==> src/rtl/seq_multiplier.sv <==
// Sequential shift-and-add multiplier: one multiplier bit per cycle, LSB first,
// with signed operands handled as magnitudes plus a sign flag applied at the end.
//
// state | meaning
// IDLE  | waiting for start, c holds the last result
// RUN   | one multiplier bit processed per cycle, busy=1
// DONE  | c just loaded, done=1 for this single cycle
module seq_multiplier #(
    parameter int SIZE = 8
) (
    input  logic              clk,
    input  logic              rst,
    input  logic              start,
    input  logic              signed_mode,
    input  logic [SIZE-1:0]   a,
    input  logic [SIZE-1:0]   b,
    output logic              busy,
    output logic              done,
    output logic [2*SIZE-1:0] c
);

    localparam int CW = $clog2(SIZE + 1);

    typedef enum logic [1:0] {
        IDLE = 2'd0,
        RUN  = 2'd1,
        DONE = 2'd2
    } state_t;

    state_t            state;
    state_t            state_nxt;
    logic              capture;
    logic              last_bit;

    logic [2*SIZE-1:0] mcand;
    logic [2*SIZE-1:0] acc;
    logic [2*SIZE-1:0] acc_sum;
    logic [SIZE-1:0]   mplier;
    logic [SIZE-1:0]   a_mag;
    logic [SIZE-1:0]   b_mag;
    logic [CW-1:0]     cnt;
    logic              neg;

    assign last_bit = (cnt == CW'(1));
    assign busy     = (state == RUN);
    assign done     = (state == DONE);

    always_ff @(posedge clk or posedge rst) begin
        if (rst) begin
            state <= IDLE;
        end else begin
            state <= state_nxt;
        end
    end

    always_comb begin
        state_nxt = state;
        capture   = 1'b0;
        case (state)
            IDLE, DONE: begin
                if (start) begin
                    capture   = 1'b1;
                    state_nxt = RUN;
                end else begin
                    state_nxt = IDLE;
                end
            end
            RUN: begin
                if (last_bit) begin
                    state_nxt = DONE;
                end
            end
            default: state_nxt = IDLE;
        endcase
    end

    // The magnitude of the most-negative value wraps to itself, which read as
    // unsigned is exactly the right magnitude.
    always_comb begin
        a_mag = a;
        b_mag = b;
        if (signed_mode && a[SIZE-1]) begin
            a_mag = ~a + SIZE'(1);
        end
        if (signed_mode && b[SIZE-1]) begin
            b_mag = ~b + SIZE'(1);
        end
    end

    assign acc_sum = acc + (mplier[0] ? mcand : '0);

    always_ff @(posedge clk or posedge rst) begin
        if (rst) begin
            mcand  <= '0;
            mplier <= '0;
            acc    <= '0;
            cnt    <= '0;
            neg    <= 1'b0;
            c      <= '0;
        end else if (capture) begin
            mcand  <= {{SIZE{1'b0}}, a_mag};
            mplier <= b_mag;
            acc    <= '0;
            cnt    <= CW'(SIZE);
            neg    <= signed_mode & (a[SIZE-1] ^ b[SIZE-1]);
        end else if (state == RUN) begin
            acc    <= acc_sum;
            mcand  <= mcand << 1;
            mplier <= mplier >> 1;
            cnt    <= cnt - CW'(1);
            if (last_bit) begin
                c <= neg ? ('0 - acc_sum) : acc_sum;
            end
        end
    end

endmodule

==> config.mk <==
export PLATFORM = sky130hd
export DESIGN_NAME = seq_multiplier
export DESIGN_NICKNAME = d
export VERILOG_FILES = /design/src/rtl/seq_multiplier.sv
export SDC_FILE = /design/constraint.sdc
export NUM_CORES = 1
export LEC_CHECK = 0
export CAP_MARGIN = 20
export CORE_UTILIZATION = 44
export DETAILED_ROUTE_END_ITERATION = 7
export PLACE_DENSITY = 0.71
export SLEW_MARGIN = 20
export SYNTH_ARGS = -nofsm -noshare
export SYNTH_HDL_FRONTEND = slang
export SYNTH_SLANG_ARGS = --single-unit
==> constraint.sdc <==
create_clock -name clk -period 3.5 [get_ports clk]
set_clock_uncertainty 0.15 [all_clocks]
set_input_delay 0.7 -clock clk [delete_from_list [all_inputs] [get_ports clk]]
set_output_delay 0.7 -clock clk [all_outputs]
set_load 0.02 [all_outputs]
### Word level (Yosys, flattened, before mapping)

Index checks and enable logic that the tools add are counted.

* eq/ne operators: 4
* bitwise logic cells: 5
* reductions and logical operators: 6
* multiplexer cells: 17
* add/sub/neg operators: 5

Operator list (count)
* 16-bit 2-to-1 mux: 6
* 8-bit 2-to-1 mux: 4
* 16-bit adder: 1
* 8-bit by 1-bit adder with 8-bit output (second input constant): 2
* 8-bit inverter: 2
* 1-bit by 16-bit subtractor with 16-bit output (first input constant): 1
* 4-bit 2-to-1 mux: 2
* 4-bit by 1-bit == test with 1-bit output (second input constant): 1
* 2-bit one-hot mux with 2 select lines: 1
* 4-bit by 1-bit subtractor with 4-bit output (second input constant): 1
* 1-bit 2-to-1 mux: 3
* 3-bit AND reduction: 1
* 2-bit by 1-bit == test with 1-bit output (second input constant): 1
* 2-bit == test (second input constant): 1
* 1-bit logical AND: 2
* 2-bit zero test: 1
* 2-bit 2-to-1 mux: 1
* 2-bit by 1-bit != test with 1-bit output (second input constant): 1
* 2-bit nonzero test: 1
* 2-bit OR reduction: 1
* 1-bit AND: 1
* 1-bit inverter: 1
* 1-bit XOR: 1

* input port bits: 20
* output and inout bits: 18
* register bits after elaboration: 63

### Logic depth before layout (Yosys ltp)

* depth in word-level cells: 5
* depth in mapped cells: 13

### Worst setup path before layout

No wires, ideal clock.

* path kind: reg2reg
* from: register mplier[0]
* to: register c[15]
* arrival time: 2.836 ns
* period minus slack after synthesis: 3.109 ns
* stages on the path, launching flop included: 13
* path buffers: 0
* slack: 0.391 ns
* path through: dfrtp_1 -> and2_1 -> ha_1 -> fa_1 -> a21o_2 -> a221oi_4 -> a22oi_2 -> a221o_1 -> a21oi_2 -> xor2_2 -> a41oi_1 -> xnor2_1 -> o21ai_1

* cells in the longest elaborated chain, start to end: 4

Ends and longest elaborated chain
* start, declared: line 38 `logic [SIZE-1:0] mplier;`
* start signal, assigned: line 102 `mplier <= b_mag;`
* start signal, assigned: line 109 `mplier <= mplier >> 1;`
* 16-bit 2-to-1 mux (*): line 90 `assign acc_sum = acc + (mplier[0] ? mcand : '0);`
* 16-bit adder (*): line 90
* 1-bit by 16-bit subtractor with 16-bit output: line 112 `c <= neg ? ('0 - acc_sum) : acc_sum;`
* 16-bit 2-to-1 mux (*): line 112
* end signal, assigned: line 112
* end, declared: line 19 `output logic [2*SIZE-1:0] c`

Mark *: on every way between the ends. The rest lies on a longest branch, timed or not.
A chain may end at the register's enable or synchronous reset.

### Worst setup path after layout

Same ends and word-level chain as after synthesis.

==> results.ini <==
[setup_path]
crit_required_ps=3580
crit_path_frequent_cell=xnor2_1
crit_fanout=4
crit_type=flip-flop to flip-flop
critPathLaunchType=flip-flop
cp.arrival_ps=3330
worst_path_max_delay_cell=fa_1
r2r_slack_ps=250
critPathMaxStageDelay_ps=400
crit_chain=and2_1 -> ha_1 -> fa_1 -> a21o_2 -> a21oi_1 -> xnor2_1 -> nor3_1 -> nand4_1 -> nor3_2 -> a41oi_1 -> xnor2_1 -> o21ai_1
end_kind=flip-flop

[place]
gp_congestion=0.896
port_buffers=37
placed_area_um2=4350
dpl.hpwl_um=6060

[timing]
finalHoldViolations=0
worstMarginPinSlew_ps=845
setup_viol=0
slew_headroom_pct=43.6
timing.fmax_ghz=0.308
fin_crit_sh_pct=92.8
min_period_ps=3250
drv_slew=0

[pwr]
p_leak_nw=2.08
power_density_nw_per_um2=937
vdd.ir_drop.worst_mv=0.320
post-layout-total-power_mw=4.35

[yosys]
synth.cell_area_um2=3870
yosysTopAreaCellShare_pct=40.7
ys_ff_latch=63
synth_seq_area_share_pct=40.7
netlist_instances=416
synth_area_per_cell_um2=9.31
synth_area_leaders=dfrtp_1 41%, ha_1 6.5%, o21ai_0 5.9%, xnor2_1 5.9%, nand2_1 5.0%
synth_most_common_cell=dfrtp_1
async_flop_share_pct=100
synth_edf_count=0
ys_warn_count=0
ys_types=55
synth_nets=457
synth_top_area_cell=dfrtp_1
synth_common_cells=63 x dfrtp_1, 52 x nand2_1, 46 x o21ai_0
synth_flop_cell=dfrtp_1

[cells_and_area]
utilization_pct=55.3
finish.instance_area_um2=4640
syn_to_final_growth_pct=19.8
diodes=0
fillCellCount=769
drive_above_1_share_pct=9.98
fin_nets=497

[die]
ioPinCount=38
rows=33
fp.dieH_um=95.8
core_um2=8380
dieWidth_um=95.8
initial_core_util_pct=46.2
die_area_um2=9180

[clocking]
cts.sinks=63
cts_buffers=9
clkTransAtPathRegs_ps=80
insertion_delay_ps=350
cts_tree=done
clk_path_buf_depth=2
clock-root-buffer=clkbuf_8
htreeDepth=3
cts_hold_buf=0

[global_routing]
grt_pass1_wl_um=13300
first_global_vias=2842
antenna_found_initial=0
grt_overflow_total=0
grt_usage_pct=19.2
grt_max_degree=33

[min_path]
hp-class=flip-flop to flip-flop

[route]
ant_nets=0
via_per_inst=5.36
drc=0
vias=3034
initialDrtViolationCount=162
totalWireLength_um=7950
wire_per_inst_um=14.0
dr.pass1.iters=4

[status]
status=complete, no violations

[flow_run]
cap_violations=0

==> report_power, final <==
part / internal, mW / switching (mW)
combinational: 0.961 / 1.29
clock: 0.547 / 0.300
sequential: 1.04 / 0.209
==> registers in the layout, summed over array words and instances (netlist names) <==
name / cells
neg: 1
state: 2
mplier: 8
mcand: 16
acc: 16
cnt: 4
c: 16
==> logic make-up after synthesis <==
kind of cell / synth area share, %
xor+xnor: 8.99
compound gates: 23.1
buf+inv: 4.59
fa+ha+maj: 6.98
flops: 40.7
mux: 0.776
simple gates: 14.9
==> repair_timing <==
| action | CTS | global route |
|---|---|---|
| buffers inserted | 0 | 1 |
| resized for setup | 0 | 2 |
| setup endpoints to repair | 0 | 2 |
==> cell type report <==
class | count | area (um^2) | share of cell area [%]
clock buffer | 9 | 124 | 2.67
tap | 105 | 131 | 2.83
clock inverter | 7 | 145 | 3.13
inverter | 18 | 67.6 | 1.46
timing repair buffer | 48 | 465 | 10.0
multi-input combinational | 316 | 2130 | 45.9
sequential | 63 | 1580 | 34.0
==> worst max-delay path: cells and delay by family (launching register included) <==
kind	cells	cell delay (ps)
AOI/OAI and AO/OA	4	710
xor gates and xnor gates	2	360
adders and majority gates	2	600
DFF	1	390
and+or+nand+nor	4	920
==> stage by stage <==
step | instances | setup WS, ps | setup TNS, ps | hold slack (ps)
4_1_cts | 565 | 155 | 0 | 336
2_1_floorplan | 416 | 391 | 0 | 306
3_3_place_gp | 549 | 301 | 0 | 304
3_5_place_dp | 549 | 185 | 0 | 320
6_report | 566 | 253 | 0 | 328
5_1_grt | 566 | -16.4 | -16.4 | 360
==> placed cells by master, fill, tap and decap left out, drive strengths merged, types with 2 or more instances in the layout <==
cell           netlist  layout
ha                  20      20
xnor2               26      26
nor2                18      18
nand2               53      53
nor2b                2       2
a22o                15      15
nor3                 9       9
and2                16      16
nand3                6       6
nand2b               7       7
mux2i                3       3
bufinv               0       4
a31oi                5       5
o21bai               2       2
clkdlybuf4s50        0      37
nand4                4       4
a22oi               15      15
buf                  2      11
clkbuf              17       9
o21ai               51      51
o41ai                2       2
xor2                12      12
inv                 18      18
clkinv               0       2
o211ai               3       3
dfrtp               63      63
a21oi               19      19
a311oi               2       2
a21o                 8       8
==> final timing paths <==
| path | depth (start not counted) | to | from |
|---|---|---|---|
| setup / recovery | 12 | c[15] | mplier[0] |
| hold / removal | 2 | c[7] | c[7] |
| setup reg to reg | 12 | c[15] | mplier[0] |
| hold reg to reg | 2 | c[7] | c[7] |
| max in group asynchronous | 3 | acc[15] | rst |
| min in group asynchronous | 2 | mcand[2] | rst |
==> layer usage <==
metal / part of all wire [%] / GRT usage, % / up-vias
met1: 49 / 25.2 / 1411
met5: 0 / 0 / -
met2: 46 / 31.7 / 63
met3: 3.3 / 3.08 / 10
li1: - / - / 1550
met4: 1.6 / 7.46 / 0
Note: power is estimated with default switching activity, not from simulation.
